$ cat config.mk
export PLATFORM = sky130hd
export DESIGN_NAME = digit_scan_ctrl
export DESIGN_NICKNAME = d
export VERILOG_FILES = /design/src/rtl/scan_pkg.sv /design/src/rtl/digit_scan_ctrl_phase_counter.sv /design/src/rtl/digit_scan_ctrl.sv
export SDC_FILE = /design/constraint.sdc
export NUM_CORES = 1
export LEC_CHECK = 0
export CAP_MARGIN = 30
export CORE_MARGIN = 2
export CORE_UTILIZATION = 56
export DETAILED_ROUTE_END_ITERATION = 6
export MAX_ROUTING_LAYER = met4
export PLACE_DENSITY = 0.78
export SYNTH_ARGS = -nofsm -noshare
export SYNTH_HDL_FRONTEND = slang
export SYNTH_HIERARCHICAL = 1
export SYNTH_SLANG_ARGS = --single-unit
$ cat constraint.sdc
create_clock -name clock -period 2.9 [get_ports clock]
set_input_delay 0.29 -clock clock [delete_from_list [all_inputs] [get_ports clock]]
set_output_delay 0.29 -clock clock [all_outputs]
set_load 0.005 [all_outputs]
$ cat src/rtl/scan_pkg.sv
// Shared types and digit-search helpers for the multiplexed digit scanner.
package scan_pkg;

    localparam int unsigned NUM_DIGITS = 4;

    typedef enum logic [1:0] {
        ST_IDLE  = 2'd0,
        ST_BLANK = 2'd1,
        ST_ON    = 2'd2
    } scan_state_e;

    typedef struct packed {
        logic [1:0] idx;
        logic       wrap;
    } next_digit_t;

    // Next enabled digit above cur, wrapping 3->0; wrap is set when the search
    // lands at or below cur, i.e. the frame is complete.
    function automatic next_digit_t next_digit(input logic [1:0]            cur,
                                               input logic [NUM_DIGITS-1:0] mask);
        next_digit_t r;
        logic        found;
        logic [1:0]  cand;
        r.idx  = cur;
        r.wrap = 1'b0;
        found  = 1'b0;
        for (int unsigned i = 1; i <= NUM_DIGITS; i++) begin
            cand = cur + 2'(i);
            if (!found && mask[cand]) begin
                found  = 1'b1;
                r.idx  = cand;
                r.wrap = (cand <= cur);
            end
        end
        return r;
    endfunction

    function automatic logic [1:0] first_digit(input logic [NUM_DIGITS-1:0] mask);
        logic [1:0] r;
        logic       found;
        r     = '0;
        found = 1'b0;
        for (int unsigned i = 0; i < NUM_DIGITS; i++) begin
            if (!found && mask[2'(i)]) begin
                found = 1'b1;
                r     = 2'(i);
            end
        end
        return r;
    endfunction

endpackage

$ cat src/rtl/digit_scan_ctrl_phase_counter.sv
// Loadable down-counter that times both the blanking gap and the digit dwell.
module phase_counter #(
    parameter int unsigned CNT_W = 8
) (
    input  logic             clk_i,
    input  logic             rst_ni,
    input  logic             load_i,
    input  logic [CNT_W-1:0] load_val_i,
    output logic             zero_o
);

    logic [CNT_W-1:0] cnt_q, cnt_d;

    always_comb begin
        cnt_d = cnt_q;
        if (load_i) begin
            cnt_d = load_val_i;
        end else if (cnt_q != '0) begin
            cnt_d = cnt_q - 1'b1;
        end
    end

    always_ff @(posedge clk_i or negedge rst_ni) begin
        if (!rst_ni) begin
            cnt_q <= '0;
        end else begin
            cnt_q <= cnt_d;
        end
    end

    assign zero_o = (cnt_q == '0);

endmodule

$ cat src/rtl/digit_scan_ctrl.sv
// Steps sel/en for a clocked 2-to-4 digit decoder: blank gap, then dwell, per enabled digit.
module digit_scan_ctrl
    import scan_pkg::*;
#(
    parameter int unsigned DWELL = 8,
    parameter int unsigned BLANK = 2,
    parameter int unsigned CNT_W = 8
) (
    input  logic                  clock,
    input  logic                  reset_n,
    input  logic                  run,
    input  logic [NUM_DIGITS-1:0] digit_mask,
    output logic [1:0]            sel,
    output logic                  en,
    output logic                  frame_done,
    output logic                  busy
);

    localparam int unsigned CNT_MAX = (32'd1 << CNT_W) - 32'd1;

    if (DWELL < 1 || DWELL > CNT_MAX || BLANK > CNT_MAX) begin : g_param_check
        $error("digit_scan_ctrl: DWELL must be 1..2^CNT_W-1 and BLANK at most 2^CNT_W-1");
    end

    localparam logic [CNT_W-1:0] DWELL_LD = CNT_W'(DWELL - 1);
    localparam logic [CNT_W-1:0] BLANK_LD = CNT_W'((BLANK == 0) ? 0 : BLANK - 1);
    localparam bit               NO_BLANK = (BLANK == 0);

    scan_state_e      state_q, state_d;
    logic [1:0]       sel_q, sel_d;
    logic             en_q, en_d;
    logic             frame_done_q, frame_done_d;
    logic             cnt_load;
    logic [CNT_W-1:0] cnt_load_val;
    logic             cnt_zero;
    next_digit_t      nd;

    phase_counter #(
        .CNT_W(CNT_W)
    ) u_phase_counter (
        .clk_i      (clock),
        .rst_ni     (reset_n),
        .load_i     (cnt_load),
        .load_val_i (cnt_load_val),
        .zero_o     (cnt_zero)
    );

    assign nd = next_digit(sel_q, digit_mask);

    always_comb begin
        state_d      = state_q;
        sel_d        = sel_q;
        frame_done_d = 1'b0;
        cnt_load     = 1'b0;
        cnt_load_val = DWELL_LD;
        unique case (state_q)
            ST_IDLE: begin
                if (run && (digit_mask != '0)) begin
                    sel_d    = first_digit(digit_mask);
                    cnt_load = 1'b1;
                    if (NO_BLANK) begin
                        state_d = ST_ON;
                    end else begin
                        state_d      = ST_BLANK;
                        cnt_load_val = BLANK_LD;
                    end
                end
            end
            ST_BLANK: begin
                if (!run) begin
                    state_d = ST_IDLE;
                end else if (cnt_zero) begin
                    state_d  = ST_ON;
                    cnt_load = 1'b1;
                end
            end
            ST_ON: begin
                // Dwell always runs to completion; run and mask only matter at its last cycle.
                if (cnt_zero) begin
                    if (digit_mask == '0) begin
                        state_d = ST_IDLE;
                    end else begin
                        frame_done_d = nd.wrap;
                        if (!run) begin
                            state_d = ST_IDLE;
                        end else begin
                            sel_d    = nd.idx;
                            cnt_load = 1'b1;
                            if (NO_BLANK) begin
                                state_d = ST_ON;
                            end else begin
                                state_d      = ST_BLANK;
                                cnt_load_val = BLANK_LD;
                            end
                        end
                    end
                end
            end
            default: state_d = ST_IDLE;
        endcase
        en_d = (state_d == ST_ON);
    end

    always_ff @(posedge clock or negedge reset_n) begin
        if (!reset_n) begin
            state_q      <= ST_IDLE;
            sel_q        <= '0;
            en_q         <= 1'b0;
            frame_done_q <= 1'b0;
        end else begin
            state_q      <= state_d;
            sel_q        <= sel_d;
            en_q         <= en_d;
            frame_done_q <= frame_done_d;
        end
    end

    assign sel        = sel_q;
    assign en         = en_q;
    assign frame_done = frame_done_q;
    assign busy       = (state_q != ST_IDLE);

endmodule

After elaboration in Yosys (flattened, before gate mapping)

Cells that the tools add are included.

Flip-flop bits (word level): 14
Bits in latches: 0
Memory bits (writable): 0
Memory bits (read-only): 0
Input bits: 7
Output and inout bits: 5
Word-level logic and storage cells: 104
Memories kept: 0

Add/sub/neg operators: 4
$mul: 0
Div/mod/pow operators: 0
$lt $le $gt $ge: 8
Eq/ne operators: 9
Shift-type cells: 0
Muxes and demuxes: 56
Bitwise operators: 0
Reductions and logical operators: 22

Operators with widths:

| cell                                                | number |
|---|---|
| 2-to-1 mux 1 bit                                    | 28 |
| 2-to-1 mux 3 bit                                    | 8 |
| 2-to-1 mux 2 bit                                    | 10 |
| 2-to-1 mux 8 bit                                    | 2 |
| < comparator 2 x 3 -> 1 bit (second input constant) | 4 |
| inequality test 2 bit (second input constant)       | 5 |
| binary-select mux 1 bit (select 2 bit)              | 4 |
| <= comparator 2 bit                                 | 4 |
| zero test 8 bit                                     | 1 |
| nonzero test 8 bit                                  | 1 |
| subtractor 8 x 1 -> 8 bit (second input constant)   | 1 |
| logical AND 1 bit                                   | 7 |
| AND reduction 7 bit                                 | 1 |
| zero test 1 bit                                     | 6 |
| one-hot mux 2 bit (3 select lines)                  | 1 |
| one-hot mux 3 bit (2 select lines)                  | 1 |
| nonzero test 2 bit                                  | 3 |
| adder 2 bit (second input constant)                 | 2 |
| equality test 2 bit (second input constant)         | 2 |
| zero test 4 bit                                     | 1 |
| inequality test 4 bit (second input constant)       | 1 |
| one-hot mux 2 bit (2 select lines)                  | 1 |
| nonzero test 4 bit                                  | 1 |
| one-hot mux 1 bit (3 select lines)                  | 1 |
| other kinds (3)                                     | 3 |

Longest topological paths before layout

Depth after elaboration: 19
Gate-level depth with buffers: 10
Mapped depth without buffers: 9

Cells and area by module

The synthesis kept the hierarchy.

Modules (own cells, without submodules):

| module          | times used | cells an instance | area each (um2) | seq. area each (um2) |
|---|---|---|---|---|
| digit_scan_ctrl | 1          | 77                | 715.7           | 150.1 |
| phase_counter   | 1          | 57                | 526.8           | 200.2 |

Worst setup path before layout

Ideal clock, no wire load.

Kind: register to register
From: reg u_phase_counter.cnt_q[0]
To: reg u_phase_counter.cnt_q[2]
Library setup time: 0.139 ns
Arrival time: 2.538 ns
Path slack: 0.223 ns
Stages on the path, launching flop included: 10
Period minus slack after synthesis: 2.677 ns
Path through: dfrtp_1 inv_1 ha_1 or3b_2 nor2_1 a32oi_1 nor3b_1 buf_1 clkbuf_1 o31ai_1

Word-level cells in the longest chain between the ends: 5

RTL lines:

| element                                                | RTL line                            | RTL |
|---|---|---|
| from (decl)                                            | digit_scan_ctrl_phase_counter.sv:12 | `logic [CNT_W-1:0] cnt_q, cnt_d;` |
| from (signal assigned)                                 | digit_scan_ctrl_phase_counter.sv:27 | `cnt_q <= cnt_d;` |
| zero test 8 bit (*)                                    | digit_scan_ctrl_phase_counter.sv:31 | `assign zero_o = (cnt_q == '0);` |
| net cnt_zero                                           | digit_scan_ctrl.sv:35               | `logic cnt_zero;` |
| 2-to-1 mux 1 bit                                       | digit_scan_ctrl.sv:72               | `end else if (cnt_zero) begin` |
| 2-to-1 mux 1 bit                                       | digit_scan_ctrl.sv:70               | `if (!run) begin` |
| one-hot mux 1 bit (3 select lines) (*)                 | digit_scan_ctrl.sv:56               | `unique case (state_q)` |
| net cnt_load                                           | digit_scan_ctrl.sv:33               | `logic cnt_load;` |
| 2-to-1 mux 8 bit or nonzero test 2 bit (tied branches) | --                                  |  |

The timed path passes the listed nets; every way through them passes the cells marked *. The select of a mux whose other input is x is not followed.
A chain may end at the register's enable or synchronous reset.

Worst setup path in the final report

From: reg u_phase_counter.cnt_q[0]
To: reg u_phase_counter.cnt_q[7]

The elaborated chain is that of the path after synthesis.

==> flow_summary.ini <==
[clock_network]
htreeDepth = 1
cts_max_path_buffers = 2
clk_pin_slew_ps = 90
cts_made_buffers = 3
worstSkewPairLatency_ps = 270
holdBufCountCts = 0
cts-root-buf = clkbuf_4
cts.sink_count = 14
post_cts_resized = 0
cts_tree = built
cts_setup_buffers = 0

[job]
max-cap-violations = 0

[placed_design]
place.gp.congestion = 0.875
dp.cells = 176
hpwl_um = 1900
portBuffers = 11
dpl-instance-area_um2 = 1400

[floorplan]
start_util_pct = 57.8
rows = 17
die-area_um2 = 2610
core_region_area_um2 = 2150
die_h_um = 51.1
pin_count = 12
die_x_um = 51.1

[worst_setup_path]
r2r_cells = 10
critPathArrivalTime_ps = 2820
required_ps = 3040
startpoint_type = register
endpoint_kind = register
cp_num_buf_inv = 2
path_cells = inv_1, ha_1, or3b_2, nor2_1, a32oi_1, nor3b_1, buf_4, nor3_1, nand4b_1, o311ai_0
slowest_stage = or3b_2
cp_slowest_stage_delay_ps = 520
r2r_slack_ps = 220
crit-reg2reg-launch = u_phase_counter/cnt_q[0]
critical_path.max_fanout = 18
crit_type = register to register
path_delay_family = simple AND/OR/NAND/NOR gates
r2r_end = u_phase_counter/cnt_q[7]

[routing]
viasPerCell = 5.83
drc = 0
wire_per_inst_um = 13.8
num_vias = 1043
finalWirelength_um = 2480
drt_iter0_markers = 24
ant_nets = 0
drtPass1Iterations = 4

[sta]
fin_tns_setup_ps = 0
slew_viol_final = 0
grt_setup_unrepaired = false
clock_skew_ps = 9.29
finalSetupViolCount = 0
max_freq_mhz = 373
fin_crit_sh_pct = 92.4
tightest_slew_ps = 636
finalCriticalPeriod_ps = 2680
timing.final.hold_violations = 0
slew_headroom_pct = 57.5
hold_ws_ps = 404

[run_status]
status = completed

[power]
comb_power_share_pct = 60.1
power_per_cell_area_nw_per_um2 = 883
max-vdd-ir-drop_mv = 0.622
seq_power_share_pct = 31.4
finalPower_mw = 1.25
swShare_pct = 43.7
p_leak_nw = 0.585
switching_power_uw = 547
pwr-share-clk_pct = 8.5
power.internal_uw = 705

[cells_and_area]
regArea_um2 = 350
diodes = 0
finalNetCount = 168
multi_input_area_um2 = 826
drive_gt1_share_pct = 11.9
syn2layout_area_growth_pct = 14.2
num-fill-cells = 189
design_area_um2 = 1420
fin_cells = 179

[yosys]
synth_flop_cell = dfrtp_1
syn_area_um2 = 1240
syn_area_per_cell_um2 = 9.27
ys_seq_area_share_pct = 28.2
synth_cell_types = 43
synth_seq_cells = 14
synth-async-reset-ratio_pct = 100
synth_edf_count = 0
synth_cells = 134
yosysWarnings = 6

[global_routing]
grt_pass1_wl_um = 4220
grt.overflow.total = 0
grt_max_degree = 19
antenna_found_initial = 0
grt_pass1_vias = 973
grt_usage_pct = 21.9

[min_path]
min_path_type = input port to asynchronous set/reset pin
[worst register-to-register path: cells and delay by family, from the launching register on]
family                   cells  cell delay (ps)
buffers and inverters        2              360
adder cells (fa/ha/maj)      1              250
AND/OR/NAND/NOR              5             1220
flip-flops                   1              430
AO/OA/AOI/OAI                2              290
[metal layers]
metal | up-vias | GRT usage, % | part of all wire (%)
li1 | 521 | - | -
met3 | 4 | 1.17 | 2.7
met5 | - | - | 0
met2 | 19 | 38.7 | 52
met1 | 499 | 25.8 | 44
met4 | 0 | 9.46 | 1.2
[power by group through the flow]
stage	Sequential (mW)	Combinational (mW)	Clock, mW
floorplan	0.367	0.594	0
global placement	0.386	0.728	0
detailed placement	0.392	0.751	0
CTS	0.391	0.753	0.113
global route	0.407	0.841	0.120
finish	0.393	0.753	0.106
[worst max-delay path by stage]
stage	start	end	slack (ps)	depth (start not counted)
after floorplan	u_phase_counter/cnt_q[0]	u_phase_counter/cnt_q[2]	220	9
after global placement	u_phase_counter/cnt_q[0]	u_phase_counter/cnt_q[5]	400	10
after detailed placement	digit_mask[3]	u_phase_counter/cnt_q[7]	280	9
after CTS	u_phase_counter/cnt_q[0]	u_phase_counter/cnt_q[7]	260	10
after global routing	u_phase_counter/cnt_q[0]	u_phase_counter/cnt_q[7]	40	10
final	u_phase_counter/cnt_q[0]	u_phase_counter/cnt_q[7]	220	10
[layout make-up]
type	count	area share [%]
clock buffer	3	1.59
sequential	14	24.7
tap	28	2.47
timing repair buffer	15	9.88
multi-input combinational	107	58.2
inverter	12	3.17
[cell usage after synthesis, types with 2 or more instances]
cell type | instances | share of area [%]
a21boi_0 | 2 | 1.2
a21oi_1 | 8 | 3.2
a31oi_1 | 2 | 1.0
clkbuf_1 | 2 | 0.60
conb_1 | 2 | 0.60
dfrtp_1 | 14 | 28
ha_1 | 8 | 8.1
inv_1 | 12 | 3.6
mux2_2 | 2 | 1.8
mux2i_1 | 4 | 3.2
mux4_1 | 2 | 4.2
mux4_2 | 2 | 3.6
nand2_1 | 10 | 3.0
nand2b_1 | 3 | 1.5
nor2_1 | 6 | 1.8
nor2b_1 | 6 | 3.0
nor3_1 | 7 | 2.8
nor3b_1 | 3 | 1.8
nor4_1 | 3 | 1.5
o211ai_1 | 2 | 1.2
o21ai_0 | 5 | 2.0
o311ai_0 | 2 | 1.4
o31ai_1 | 5 | 3.0
xnor2_1 | 3 | 2.1
[flip-flops by register name, indices dropped and copies added, names as in the netlist]
name	cells
en	1
frame_done	1
sel	2
state_q	2
u_phase_counter/cnt_q	8
[placed cells by master, fill, tap and decap left out, types with 4 or more instances in the layout]
master            n
a21oi_1           8
buf_4             4
clkdlybuf4s50_1  11
conb_1            6
dfrtp_1          14
ha_1              8
inv_1            12
mux2i_1           4
nand2_1          10
nor2_1            6
nor2b_1           6
nor3_1            7
o21ai_0           5
o31ai_1           5
[logic make-up (layout without fill, tap and decap cells)]
group           after synthesis  count (layout)  share of synthesized area (%)
buf+inv                      17              30                           6.55
mux                          11              11                           14.1
compound gates               31              31                           18.0
fa+ha+maj                     8               8                           8.06
flops                        14              14                           28.2
xor+xnor                      3               3                           2.12
other cells                   2               6                          0.604
simple gates                 48              48                           22.4
[per-stage QoR]
step / setup slack, ps / util, %
final: 221 / 66.0
after global routing: 39.5 / 66.0
after CTS: 264 / 66.0
after detailed placement: 277 / 65.0
after global placement: 400 / 65.0
after floorplan: 223 / -
(Power assumes the default switching activity.)
